**config.mk**
```make
export PLATFORM = sky130hd
export DESIGN_NAME = ecg_stream_ctrl
export DESIGN_NICKNAME = d
export VERILOG_FILES = /design/src/rtl/ecg_stream_ctrl.sv
export SDC_FILE = /design/constraint.sdc
export NUM_CORES = 1
export LEC_CHECK = 0
export ABC_CLOCK_PERIOD_IN_PS = 3200
export CORE_ASPECT_RATIO = 0.8
export CORE_MARGIN = 1.5
export CORE_UTILIZATION = 55
export CTS_BUF_LIST = sky130_fd_sc_hd__clkbuf_16
export DETAILED_ROUTE_END_ITERATION = 8
export PLACE_DENSITY = 0.73
export SLEW_MARGIN = 5
export SYNTH_ARGS = -nofsm -noshare
export SYNTH_HDL_FRONTEND = slang
export SYNTH_SLANG_ARGS = --single-unit
```
**constraint.sdc**
```tcl
create_clock -name clk -period 3.2 [get_ports clk]
set_input_delay 0.48 -clock clk [delete_from_list [all_inputs] [get_ports clk]]
set_output_delay 0.48 -clock clk [all_outputs]
set_load 0.03 [all_outputs]
```
**src/rtl/ecg_stream_ctrl.sv**
```systemverilog
// rtl/ecg_stream_ctrl.sv - UART byte stream to alg_core sample feeder
// Reassembles two-byte 11-bit samples, buffers them and releases one per sample period.
module ecg_stream_ctrl #(
  parameter int CLK_DIV    = 277778,
  parameter int FIFO_DEPTH = 16,
  parameter int PRIME_LVL  = 4
) (
  input  logic                          clk,
  input  logic                          nrst,
  input  logic                          run,
  input  logic                          clr_err,
  input  logic [7:0]                    rx_data,
  input  logic                          rx_valid,
  output logic [10:0]                   ecg_value,
  output logic                          data_valid,
  output logic                          ce,
  output logic                          busy,
  output logic [$clog2(FIFO_DEPTH):0]   fifo_level,
  output logic                          overflow,
  output logic                          underrun,
  output logic                          frame_err
);

  localparam int AW = $clog2(FIFO_DEPTH);
  localparam int LW = AW + 1;
  localparam int CW = $clog2(CLK_DIV);

  typedef enum logic [1:0] {IDLE, PRIME, STREAM} state_t;

  state_t          state, state_nxt;
  logic [CW-1:0]   cnt;
  logic            armed;
  logic [6:0]      low_byte;
  logic [10:0]     mem [FIFO_DEPTH];
  logic [AW-1:0]   wr_ptr, rd_ptr;

  logic tick, fifo_empty, fifo_full, hi_byte, lo_byte;
  logic do_pop, push_req, do_push;

  always_comb begin
    state_nxt = state;
    case (state)
      IDLE:    if (run) state_nxt = PRIME;
      PRIME: begin
        if (!run)                              state_nxt = IDLE;
        else if (fifo_level >= LW'(PRIME_LVL)) state_nxt = STREAM;
      end
      STREAM:  if (!run) state_nxt = IDLE;
      default: state_nxt = IDLE;
    endcase
  end

  assign tick       = (state == STREAM) && (cnt == '0);
  assign fifo_empty = (fifo_level == '0);
  assign fifo_full  = (fifo_level == LW'(FIFO_DEPTH));
  assign hi_byte    = rx_valid &  rx_data[7];
  assign lo_byte    = rx_valid & ~rx_data[7];
  assign do_pop     = tick & ~fifo_empty;
  assign push_req   = hi_byte & armed;
  // A full FIFO still accepts a push when the same cycle frees a slot.
  assign do_push    = push_req & (~fifo_full | do_pop);

  always_ff @(posedge clk) begin
    if (do_push) mem[wr_ptr] <= {rx_data[3:0], low_byte};
  end

  always_ff @(posedge clk or negedge nrst) begin
    if (!nrst) begin
      state      <= IDLE;
      ce         <= 1'b0;
      busy       <= 1'b0;
      cnt        <= '0;
      armed      <= 1'b0;
      low_byte   <= '0;
      wr_ptr     <= '0;
      rd_ptr     <= '0;
      fifo_level <= '0;
      ecg_value  <= '0;
      data_valid <= 1'b0;
      overflow   <= 1'b0;
      underrun   <= 1'b0;
      frame_err  <= 1'b0;
    end else begin
      state <= state_nxt;
      ce    <= (state_nxt != IDLE);
      busy  <= (state_nxt != IDLE);

      if (state == STREAM && state_nxt == STREAM)
        cnt <= (cnt == CW'(CLK_DIV - 1)) ? '0 : cnt + 1'b1;
      else
        cnt <= '0;

      if (lo_byte) begin
        armed    <= 1'b1;
        low_byte <= rx_data[6:0];
      end else if (hi_byte) begin
        armed    <= 1'b0;
      end

      if (do_push) wr_ptr <= wr_ptr + 1'b1;
      if (do_pop) begin
        rd_ptr    <= rd_ptr + 1'b1;
        ecg_value <= mem[rd_ptr];
      end
      data_valid <= do_pop;
      fifo_level <= fifo_level + LW'(do_push) - LW'(do_pop);

      // A new error event outranks a same-cycle clear.
      overflow  <= (push_req & fifo_full & ~do_pop) | (overflow  & ~clr_err);
      underrun  <= (tick & fifo_empty)             | (underrun  & ~clr_err);
      frame_err <= (hi_byte & ~armed)              | (frame_err & ~clr_err);
    end
  end

endmodule
```
---- After elaboration in Yosys (flattened, before gate mapping) ----
Memory sizes are Yosys's and may differ from the RTL's. A register that Yosys moved wholly into a read port is not among the register bits.
Index checks and enable logic that the tools add are counted.
word-level totals
  logic and storage cells ................. 65
  bits in registers ....................... 47
  RAM bits ................................ 176
  memories kept ........................... 1
memory list
  name  words  bits a word  rd ports  clocked after memory_dff  write ports  RTL line  source
  mem   16     11           1         1                         1            34        logic [10:0] mem [FIFO_DEPTH];
cells by class
  equal/unequal tests ..................... 5
  muxes and demuxes ....................... 11
  bitwise gates (word level) .............. 22
  add/sub/neg operators ................... 5
  magnitude comparators ................... 1
  reductions and logical operators ........ 8
operator list
  kind                   number
  $mux 19                2
  $add 19x1->19 const B  1
  $eq 19x19->1 const B   1
  $logic_not 19->1       1
  $and 1x1->1            12
  $add 4x1->4 const B    2
  $mux 2                 4
  $not 1->1              6
  $pmux 2 s3             1
  $add 5x1->5            1
  $eq 5x5->1 const B     1
  $ge 5x3->1 const B     1
  $logic_not 5->1        1
  $sub 5x1->5            1
  $eq 2x2->1 const B     2
  $mux 1                 4
  $or 1x1->1             4
  $reduce_bool 2->1      2
  $eq 2x1->1 const B     1
  $logic_and 1x1->1      2
  $logic_not 2->1        1
  $logic_not 1->1        1

---- Logic depth before layout (Yosys ltp) ----
Gate-level depths: netlist of the first run.
  depth in word-level cells ............... 7
  depth in mapped cells ................... 14
  depth with buffers taken out ............ 14

---- Least setup slack after synthesis of the first run ----
OpenSTA, ideal clock, no wires.
  path kind ............................... flip-flop to flip-flop
  start point ............................. register cnt[0]
  end point ............................... register fifo_level[4]
  cell stages (with the launch flop) ...... 15
  data required time ...................... 3.121 ns
  clock period less this slack ............ 2.774 ns
  setup time .............................. 0.079 ns
  slack ................................... 0.426 ns
  arrival ................................. 2.695 ns
  cell sequence ........................... dfrtp_1 -> inv_1 -> ha_1 -> nor4b_4 -> nand3_2 -> nor3b_4 -> buf_4 -> ha_1 -> inv_1 -> ha_1 -> fa_1 -> a21oi_1 -> nor2_1 -> nor2_1 -> xor2_1
on the way
  cells in the longest elaborated chain, start to end .. 7
RTL lines
  item                    RTL line  source
  start, declared         31        logic [CW-1:0] cnt;
  start signal, assigned  89        cnt <= (cnt == CW'(CLK_DIV - 1)) ? '0 : cnt + 1'b1;
  $logic_not 19->1 *      53        assign tick = (state == STREAM) && (cnt == '0);
  $logic_and 1x1->1 *     53
  $and 1x1->1 *           58        assign do_pop = tick & ~fifo_empty;
  net do_pop              38        logic do_pop, push_req, do_push;
  $or 1x1->1              61        assign do_push = push_req & (~fifo_full | do_pop);
  $and 1x1->1             61
  $add 5x1->5             106       fifo_level <= fifo_level + LW'(do_push) - LW'(do_pop);
  $sub 5x1->5 *           106
  end signal, assigned    106
  end, declared           18        output logic [$clog2(FIFO_DEPTH):0] fifo_level,
The timed path passes the listed nets; every way through them passes the cells marked *.
A chain may end at the register's enable or synchronous reset.

---- Worst setup path after layout of the first run ----
  start point ............................. register cnt[0]
  end point ............................... register fifo_level[4]
on the way
  cells in the longest elaborated chain, start to end .. 7
RTL lines
  item                 RTL line
  $logic_not 19->1 *   53
  $logic_and 1x1->1 *  53
  $and 1x1->1 *        58
  $or 1x1->1           61
  $and 1x1->1          61
  $add 5x1->5          106
  $sub 5x1->5 *        106
Mark *: on every way between the ends. The rest lies on a longest branch, timed or not.

==> impl_results.html, run 1 <==
<table>
<tr><th>Metric</th><th>Value</th></tr>
<tr><th colspan="2">Clocking</th></tr>
<tr><td>Clock transition at path regs</td><td>60 ps</td></tr>
<tr><td>CTS tree</td><td>done</td></tr>
<tr><td>Maximum buffer depth of the clock tree</td><td>3</td></tr>
<tr><td>Clock latency of the later-clocked register in the worst-skew pair</td><td>520 ps</td></tr>
<tr><td>Clk sinks</td><td>234</td></tr>
<tr><td>Number of H-tree levels</td><td>1</td></tr>
<tr><td>Count of buffers added by post-CTS timing repair for setup</td><td>0</td></tr>
<tr><td>Root cell of the clock tree</td><td>sky130_fd_sc_hd__clkbuf_16</td></tr>
<tr><td>Cts repair resizes</td><td>0</td></tr>
<tr><td>Hold buffer count at cts</td><td>0</td></tr>
<tr><td>Number of buffers added by the clock tree synthesis step</td><td>23</td></tr>
<tr><th colspan="2">Detailed routing</th></tr>
<tr><td>Count of antenna-violating nets left after detailed routing</td><td>0</td></tr>
<tr><td>Number of DRC markers after the initial detailed-route iteration</td><td>435</td></tr>
<tr><td>DR vias</td><td>between 5,000 and 6,000</td></tr>
<tr><td>Total Wirelength</td><td>just under 20 mm</td></tr>
<tr><td>DRT Pass-1 Iters</td><td>5</td></tr>
<tr><td>Residual DRC count</td><td>0</td></tr>
<tr><td>Via count normalized by instance count</td><td>a little under 6</td></tr>
<tr><td>Routed length per placed instance</td><td>between 20 and 25 um</td></tr>
<tr><th colspan="2">Timing</th></tr>
<tr><td>Clock tree skew after final layout</td><td>17.4 ps</td></tr>
<tr><td>RSZ-0062 raised after global routing</td><td>false</td></tr>
<tr><td>Min cycle time layout</td><td>2810 ps</td></tr>
<tr><td>Post-route clock period utilization</td><td>87.7%</td></tr>
<tr><td>Setup TNS</td><td>0 ps</td></tr>
<tr><td>Highest clock rate</td><td>0.356 GHz</td></tr>
<tr><td>Final hold violation count</td><td>0</td></tr>
<tr><td>Worst slew margin relative to its limit</td><td>37.9%</td></tr>
<tr><td>Pins Over Slew Limit</td><td>0</td></tr>
<tr><td>Final setup fails</td><td>0</td></tr>
<tr><td>Worst Max-Slew Pin Slew</td><td>931 ps</td></tr>
<tr><th colspan="2">Placed design</th></tr>
<tr><td>Placer's final routability congestion estimate</td><td>0.869</td></tr>
<tr><td>Placed wire-length estimate</td><td>12.6 mm</td></tr>
<tr><td>I/O Buffers</td><td>34</td></tr>
<tr><th colspan="2">Setup path</th></tr>
<tr><td>Worst setup path end</td><td>fifo_level[4]</td></tr>
<tr><td>Critical path's slowest cell</td><td>sky130_fd_sc_hd__dfrtp_1</td></tr>
<tr><td>R2R depth</td><td>14</td></tr>
<tr><td>Cell Chain, Critical Path</td><td>inv_1 &gt; ha_1 &gt; nor4b_4 &gt; nand4_1 &gt; o21ai_2 &gt; inv_1 &gt; ha_1 &gt; inv_1 &gt; ha_1 &gt; fa_1 &gt; a21oi_1 &gt; nor2_1 &gt; nor2_1 &gt; xor2_1</td></tr>
<tr><td>Worst Setup End Kind</td><td>flop</td></tr>
<tr><td>Critical path required time</td><td>3650 ps</td></tr>
<tr><td>Start point of the critical path</td><td>cnt[0]</td></tr>
<tr><td>Slack of the worst reg-to-reg path</td><td>390 ps</td></tr>
<tr><td>Worst-path fanout max</td><td>6</td></tr>
<tr><td>Reg-to-reg startpoint</td><td>cnt[0]</td></tr>
<tr><td>Reg-to-reg endpoint</td><td>fifo_level[4]</td></tr>
<tr><td>Data arrival time of the critical path</td><td>3250 ps</td></tr>
<tr><td>CP max stage delay</td><td>440 ps</td></tr>
<tr><td>Classification of the worst setup path</td><td>reg -&gt; reg</td></tr>
<tr><td>Critical path startpoint category</td><td>flop</td></tr>
<tr><th colspan="2">Power and ir drop</th></tr>
<tr><td>Sw power</td><td>2.78 mW</td></tr>
<tr><td>Clk pwr share</td><td>28.9%</td></tr>
<tr><td>Worst voltage drop across the vdd grid</td><td>about 0.37 mV</td></tr>
<tr><td>Part of the power in registers</td><td>44.3%</td></tr>
<tr><td>Leakage component of the power</td><td>4.00 nW</td></tr>
<tr><td>Switching share of power</td><td>31.2%</td></tr>
<tr><td>Combinational share of power</td><td>around 27%</td></tr>
<tr><td>Internal Dissipation</td><td>6.15 mW</td></tr>
<tr><td>Power density cells</td><td>804 nW/um^2</td></tr>
<tr><th colspan="2">Synth</th></tr>
<tr><td>Proportion of synthesized chip area in sequential cells</td><td>70.1%</td></tr>
<tr><td>Syn Inst Count</td><td>approximately 590</td></tr>
<tr><td>Yosys warns</td><td>0</td></tr>
<tr><td>Syn_area_per_cell</td><td>approximately 16 sq um</td></tr>
<tr><td>Post-synthesis instance area</td><td>just under 10,000 sq um</td></tr>
<tr><td>Count of flip-flops with a built-in enable after synthesis</td><td>~180</td></tr>
<tr><td>Number of different library cells in the post-synthesis netlist</td><td>47</td></tr>
<tr><td>Prevailing post-synth register cell</td><td>sky130_fd_sc_hd__edfxtp_1</td></tr>
<tr><td>Net Count, Synth</td><td>615</td></tr>
<tr><td>Async S/R FF share, synth</td><td>24.8%</td></tr>
<tr><td>Number of storage elements in the synthesis netlist</td><td>234</td></tr>
<tr><th colspan="2">Floorplanning</th></tr>
<tr><td>Placement Rows</td><td>43</td></tr>
<tr><td>Core area</td><td>~17,000 sq um</td></tr>
<tr><td>Area enclosed by the die boundary</td><td>18,300 sq um</td></tr>
<tr><td>X dimension of the die</td><td>151 um</td></tr>
<tr><td>Number of top-level design ports</td><td>35</td></tr>
<tr><td>Effective utilization at floorplan</td><td>55.8%</td></tr>
<tr><td>Die Y</td><td>121 um</td></tr>
<tr><th colspan="2">Layout</th></tr>
<tr><td>Fill cell total of the finished layout</td><td>1,215</td></tr>
<tr><td>Area Overhead vs Synth</td><td>15.7%</td></tr>
<tr><td>Net count, final</td><td>689</td></tr>
<tr><td>Most frequent standard cell in the layout excluding fill and tap cells</td><td>sky130_fd_sc_hd__edfxtp_1</td></tr>
<tr><td>Count of inserted antenna diode cells</td><td>0</td></tr>
<tr><td>Commonest cells after routing, fill and taps aside</td><td>sky130_fd_sc_hd__edfxtp_1, sky130_fd_sc_hd__nand2_1, sky130_fd_sc_hd__dfrtp_1</td></tr>
<tr><td>Layout cell share with drive strength beyond 1</td><td>between 20% and 30%</td></tr>
<tr><td>Core utilization of the finished layout</td><td>between 60% and 70%</td></tr>
<tr><th colspan="2">Global route</th></tr>
<tr><td>Global-route track usage on met3</td><td>3.72%</td></tr>
<tr><td>Peak-usage layer in the global routing report</td><td>met2</td></tr>
<tr><td>Overall routing resource usage</td><td>23.1%</td></tr>
<tr><td>Antenna violations before repair</td><td>0</td></tr>
<tr><td>Number of global-route vias before repair</td><td>5,512</td></tr>
<tr><td>Wire length of the first global-routing pass</td><td>31.5 mm</td></tr>
<tr><td>Met1 demand-to-capacity share in global routing</td><td>34.0%</td></tr>
<tr><td>Pin count of the biggest net entering global routing</td><td>32</td></tr>
<tr><td>Global-route track usage on met2</td><td>36.5%</td></tr>
<tr><td>GRT Residual Overflow</td><td>0</td></tr>
<tr><th colspan="2">Min path</th></tr>
<tr><td>Path class of the lowest-slack min-delay path</td><td>in -&gt; async</td></tr>
<tr><th colspan="2">Run</th></tr>
<tr><td>Number of max-cap violations</td><td>0</td></tr>
<tr><th colspan="2">Status</th></tr>
<tr><td>Result of the run</td><td>finished, final reports clean</td></tr>
</table>
[cells by family after synthesis]
| family | synth area share, % |
|---|---|
| AOI/OAI and AO/OA | 4.10 |
| xor gates and xnor gates | 2.28 |
| adders and majority gates | 2.16 |
| buffers and inverters | 2.28 |
| DFF | 70.1 |
| muxes | 11.0 |
| and+or+nand+nor | 8.05 |
[cells in the mapped netlist, drive strengths merged (10+ instances only)]
cell / count / area share (%)
dfrtp: 58 / 15
inv: 19 / 0.74
mux2i: 22 / 2.3
mux4: 33 / 7.7
edfxtp: 176 / 55
xnor2: 13 / 1.2
nand3: 14 / 0.91
a221oi: 11 / 1.0
o21ai: 13 / 0.72
ha: 15 / 2.0
nor2: 50 / 2.1
xor2: 12 / 1.1
a31oi: 10 / 1.0
nand2: 56 / 2.2
buf: 18 / 1.3
[critical path, delay by kind of cell (launching register included)]
family | cells | cell delay, ps
compound gates | 2 | 330
xor+xnor | 1 | 150
fa+ha+maj | 4 | 1060
buf+inv | 3 | 210
flops | 1 | 440
simple gates | 4 | 560
[routing by layer]
metal  routed length [um]  up-vias
li1                     -     2363
met1                 8520     2696
met2                 9430      184
met3                 1230       37
met4                  393        0
met5                    0        -
[final cells by class]
cell class	count	area [sq um]	area share [%]
sequential	234	6740	60.6
multi-input combinational	308	2660	24.0
timing repair buffer	74	636	5.72
clock buffer	23	576	5.18
tap	225	282	2.53
clock inverter	19	149	1.34
inverter	19	71.3	0.642
[worst min path at each step]
stage,to,cells after the start
3_5_place_dp,frame_err,1
3_3_place_gp,busy,1
6_report,fifo_level[1],1
5_1_grt,fifo_level[1],1
2_1_floorplan,armed,0
4_1_cts,fifo_level[1],1
[flip-flops by register name, indices dropped and copies added (netlist names), 2 cells and up]
| signal | count |
|---|---|
| state | 2 |
| wr_ptr | 4 |
| ecg_value | 11 |
| fifo_level | 5 |
| low_byte | 7 |
| cnt | 19 |
| rd_ptr | 4 |
| mem | 176 |
[power groups by stage]
stage	clock [mW]	combinational [mW]	sequential, mW
2_1_floorplan	0	1.63	3.97
3_3_place_gp	0	2.34	4.00
3_5_place_dp	0	2.40	4.02
4_1_cts	2.62	2.42	3.96
5_1_grt	2.75	2.63	4.01
6_report	2.58	2.40	3.96
[per-stage QoR]
step / instances / area [sq um] / hold WS, ps / power, mW / setup slack, ps
6_report: 902 / 11100 / 75.9 / 8.93 / 393
5_1_grt: 902 / 11100 / 114 / 9.38 / 157
4_1_cts: 902 / 11100 / 86.4 / 9.00 / 383
3_5_place_dp: 860 / 10400 / 504 / 6.43 / 171
3_3_place_gp: 860 / 10400 / 470 / 6.34 / 265
2_1_floorplan: 586 / 9600 / 184 / 5.59 / 426
No activity file was read; power rests on OpenSTA's default activity.
==> run 2: changes to the inputs <==
- ABC_CLOCK_PERIOD_IN_PS: 3200 -> unset
- GPL_ROUTABILITY_DRIVEN: unset -> 0
==> results of run 2 <==
Final layout, timing and power as in run 1 (identical DEF).
==> run 3: changes to the inputs <==
- CELL_PAD_IN_SITES_DETAIL_PLACEMENT: unset -> 1
- CELL_PAD_IN_SITES_GLOBAL_PLACEMENT: unset -> 1
- CORE_UTILIZATION: 55 -> 52
- MAX_ROUTING_LAYER: unset -> met4
- PLACE_DENSITY: 0.73 -> unset
- PLACE_DENSITY_LB_ADDON: unset -> 0.1
- SKIP_LAST_GASP: unset -> 1
==> impl_results.html, run 3 (synthesis results as in run 1) <==
<table>
<tr><th>Metric</th><th>Value</th></tr>
<tr><th colspan="2">Clocking</th></tr>
<tr><td>Clock transition at path regs</td><td>about 60 ps</td></tr>
<tr><td>Maximum buffer depth of the clock tree</td><td>3</td></tr>
<tr><td>Root cell of the clock tree</td><td>sky130_fd_sc_hd__clkbuf_16</td></tr>
<tr><td>Clock latency of the later-clocked register in the worst-skew pair</td><td>about 510 ps</td></tr>
<tr><td>CTS tree</td><td>done</td></tr>
<tr><td>Clk sinks</td><td>234</td></tr>
<tr><td>Hold buffer count at cts</td><td>0</td></tr>
<tr><td>Cts repair resizes</td><td>0</td></tr>
<tr><td>Count of buffers added by post-CTS timing repair for setup</td><td>0</td></tr>
<tr><td>Number of buffers added by the clock tree synthesis step</td><td>24</td></tr>
<tr><td>Number of H-tree levels</td><td>1</td></tr>
<tr><th colspan="2">Setup path</th></tr>
<tr><td>Worst-path fanout max</td><td>6</td></tr>
<tr><td>CP max stage delay</td><td>440 ps</td></tr>
<tr><td>Classification of the worst setup path</td><td>reg -&gt; reg</td></tr>
<tr><td>Worst setup path end</td><td>fifo_level[4]</td></tr>
<tr><td>Reg-to-reg startpoint</td><td>cnt[0]</td></tr>
<tr><td>Data arrival time of the critical path</td><td>3310 ps</td></tr>
<tr><td>Start point of the critical path</td><td>cnt[0]</td></tr>
<tr><td>Cell Chain, Critical Path</td><td>inv_1 &gt; ha_1 &gt; nor4b_4 &gt; nand4_1 &gt; o21ai_2 &gt; inv_1 &gt; ha_1 &gt; inv_1 &gt; ha_1 &gt; fa_1 &gt; a21oi_1 &gt; nor2_1 &gt; nor2_1 &gt; xor2_1</td></tr>
<tr><td>Slack of the worst reg-to-reg path</td><td>320 ps</td></tr>
<tr><td>Critical path startpoint category</td><td>flop</td></tr>
<tr><td>Critical path required time</td><td>3630 ps</td></tr>
<tr><td>Worst Setup End Kind</td><td>flop</td></tr>
<tr><td>Critical path's slowest cell</td><td>sky130_fd_sc_hd__dfrtp_1</td></tr>
<tr><td>R2R depth</td><td>14</td></tr>
<tr><td>Reg-to-reg endpoint</td><td>fifo_level[4]</td></tr>
<tr><th colspan="2">Detailed routing</th></tr>
<tr><td>Residual DRC count</td><td>0</td></tr>
<tr><td>Routed length per placed instance</td><td>25.1 um</td></tr>
<tr><td>Number of DRC markers after the initial detailed-route iteration</td><td>between 300 and 400</td></tr>
<tr><td>DR vias</td><td>5,440</td></tr>
<tr><td>Total Wirelength</td><td>~23 mm</td></tr>
<tr><td>Via count normalized by instance count</td><td>~6.0</td></tr>
<tr><td>DRT Pass-1 Iters</td><td>5</td></tr>
<tr><td>Count of antenna-violating nets left after detailed routing</td><td>0</td></tr>
<tr><th colspan="2">Layout</th></tr>
<tr><td>Area Overhead vs Synth</td><td>15.3%</td></tr>
<tr><td>Count of inserted antenna diode cells</td><td>0</td></tr>
<tr><td>Net count, final</td><td>682</td></tr>
<tr><td>Commonest cells after routing, fill and taps aside</td><td>sky130_fd_sc_hd__edfxtp_1, sky130_fd_sc_hd__nand2_1, sky130_fd_sc_hd__dfrtp_1</td></tr>
<tr><td>Biggest registers after layout</td><td>mem (176), cnt (19), ecg_value (11)</td></tr>
<tr><td>Max reg flops</td><td>about 180</td></tr>
<tr><td>Fill cell total of the finished layout</td><td>about 1,600</td></tr>
<tr><td>Register with the highest flop count</td><td>mem</td></tr>
<tr><td>Layout cell share with drive strength beyond 1</td><td>19.5%</td></tr>
<tr><td>Most frequent standard cell in the layout excluding fill and tap cells</td><td>sky130_fd_sc_hd__edfxtp_1</td></tr>
<tr><th colspan="2">Power and ir drop</th></tr>
<tr><td>Power density cells</td><td>828 nW/um^2</td></tr>
<tr><td>Total Power Consumption</td><td>9.17 mW</td></tr>
<tr><td>Worst voltage drop across the vdd grid</td><td>0.504 mV</td></tr>
<tr><td>Internal Dissipation</td><td>6.23 mW</td></tr>
<tr><td>Sw power</td><td>2.94 mW</td></tr>
<tr><td>Leakage component of the power</td><td>3.96 nW</td></tr>
<tr><td>Part of the power in registers</td><td>43.2%</td></tr>
<tr><td>Switching share of power</td><td>32.1%</td></tr>
<tr><td>Clk pwr share</td><td>29.2%</td></tr>
<tr><td>Combinational share of power</td><td>27.6%</td></tr>
<tr><th colspan="2">Floorplanning</th></tr>
<tr><td>Placement Rows</td><td>44</td></tr>
<tr><td>Number of top-level design ports</td><td>35</td></tr>
<tr><td>Die Y</td><td>~120 um</td></tr>
<tr><td>X dimension of the die</td><td>155 um</td></tr>
<tr><td>Area enclosed by the die boundary</td><td>about 19,000 sq um</td></tr>
<tr><td>Effective utilization at floorplan</td><td>53.0%</td></tr>
<tr><td>Core area</td><td>18,100 sq um</td></tr>
<tr><th colspan="2">Min path</th></tr>
<tr><td>Path class of the lowest-slack min-delay path</td><td>in -&gt; async</td></tr>
<tr><th colspan="2">Global route</th></tr>
<tr><td>GRT Residual Overflow</td><td>0</td></tr>
<tr><td>Overall routing resource usage</td><td>25.4%</td></tr>
<tr><td>Antenna violations before repair</td><td>0</td></tr>
<tr><td>Wire length of the first global-routing pass</td><td>35.1 mm</td></tr>
<tr><td>Pin count of the biggest net entering global routing</td><td>41</td></tr>
<tr><td>Number of global-route vias before repair</td><td>5,785</td></tr>
<tr><th colspan="2">Timing</th></tr>
<tr><td>Worst Max-Slew Pin Slew</td><td>1050 ps</td></tr>
<tr><td>Worst slew margin relative to its limit</td><td>30.2%</td></tr>
<tr><td>Min cycle time layout</td><td>2880 ps</td></tr>
<tr><td>Final setup fails</td><td>0</td></tr>
<tr><td>Pins Over Slew Limit</td><td>0</td></tr>
<tr><td>Setup TNS</td><td>0 ps</td></tr>
<tr><td>Highest clock rate</td><td>0.347 GHz</td></tr>
<tr><td>Final hold violation count</td><td>0</td></tr>
<tr><td>Final setup margin</td><td>319 ps</td></tr>
<tr><td>Clock tree skew after final layout</td><td>between 20 and 25 ps</td></tr>
<tr><td>Post-route clock period utilization</td><td>90.0%</td></tr>
<tr><td>RSZ-0062 raised after global routing</td><td>false</td></tr>
<tr><td>Post-route worst hold slack</td><td>171 ps</td></tr>
<tr><th colspan="2">Placed design</th></tr>
<tr><td>Worst slack at placement</td><td>147 ps</td></tr>
<tr><td>I/O Buffers</td><td>34</td></tr>
<tr><td>Placed wire-length estimate</td><td>between 10 and 15 mm</td></tr>
<tr><th colspan="2">Status</th></tr>
<tr><td>Result of the run</td><td>finished, final reports clean</td></tr>
<tr><th colspan="2">Run</th></tr>
<tr><td>Number of max-cap violations</td><td>0</td></tr>
</table>
[run 3: worst max-delay path, delay by kind of cell, from the launching register on]
family                     cells  cell delay (ps)
adders and majority gates      4             1040
and+or+nand+nor                4              630
DFF                            1              440
xor gates and xnor gates       1              160
AOI/OAI and AO/OA              2              360
buffers and inverters          3              200
[run 3: power by group through the flow]
stage	Sequential [mW]	Clock (mW)	Combinational [mW]
4_1_cts	3.96	2.73	2.55
3_3_place_gp	3.97	0	2.44
5_1_grt	4.00	2.83	2.75
3_5_place_dp	4.00	0	2.52
6_report	3.96	2.68	2.53
2_1_floorplan	3.97	0	1.63
[run 3: worst min path at each step]
stage | cells after the start | end | slack [ps] | start
2_1_floorplan | 0 | armed | 180 | nrst
3_3_place_gp | 1 | busy | 470 | state[1]
3_5_place_dp | 1 | frame_err | 510 | armed
4_1_cts | 1 | ecg_value[1] | 210 | nrst
5_1_grt | 1 | cnt[5] | 230 | nrst
6_report | 1 | cnt[5] | 170 | nrst
[run 3: layout make-up]
cell class	count	area, sq um	share of cell area, %
Multi-Input combinational cell	308	2650	23.9
Inverter	19	71.3	0.644
Tap cell	230	288	2.60
Timing Repair Buffer	66	576	5.20
Clock buffer	25	626	5.65
Clock inverter	19	130	1.17
Sequential cell	234	6740	60.8
[run 3: stage by stage]
step | cell area, sq um | std cells | utilization [%]
6_report | 11100 | 901 | 61.2
5_1_grt | 11100 | 901 | 61.2
4_1_cts | 11100 | 901 | 61.2
3_5_place_dp | 10300 | 857 | 57.0
3_3_place_gp | 10300 | 857 | 57.0
2_1_floorplan | 9600 | 586 | -
[run 3: metal layers]
metal	track usage (%)	vias to the layer above	share of wire [%]
li1	-	2356	-
met1	36.9	2909	47
met2	39.2	139	47
met3	2.89	36	4.1
met4	5.54	0	2.1
met5	-	-	0
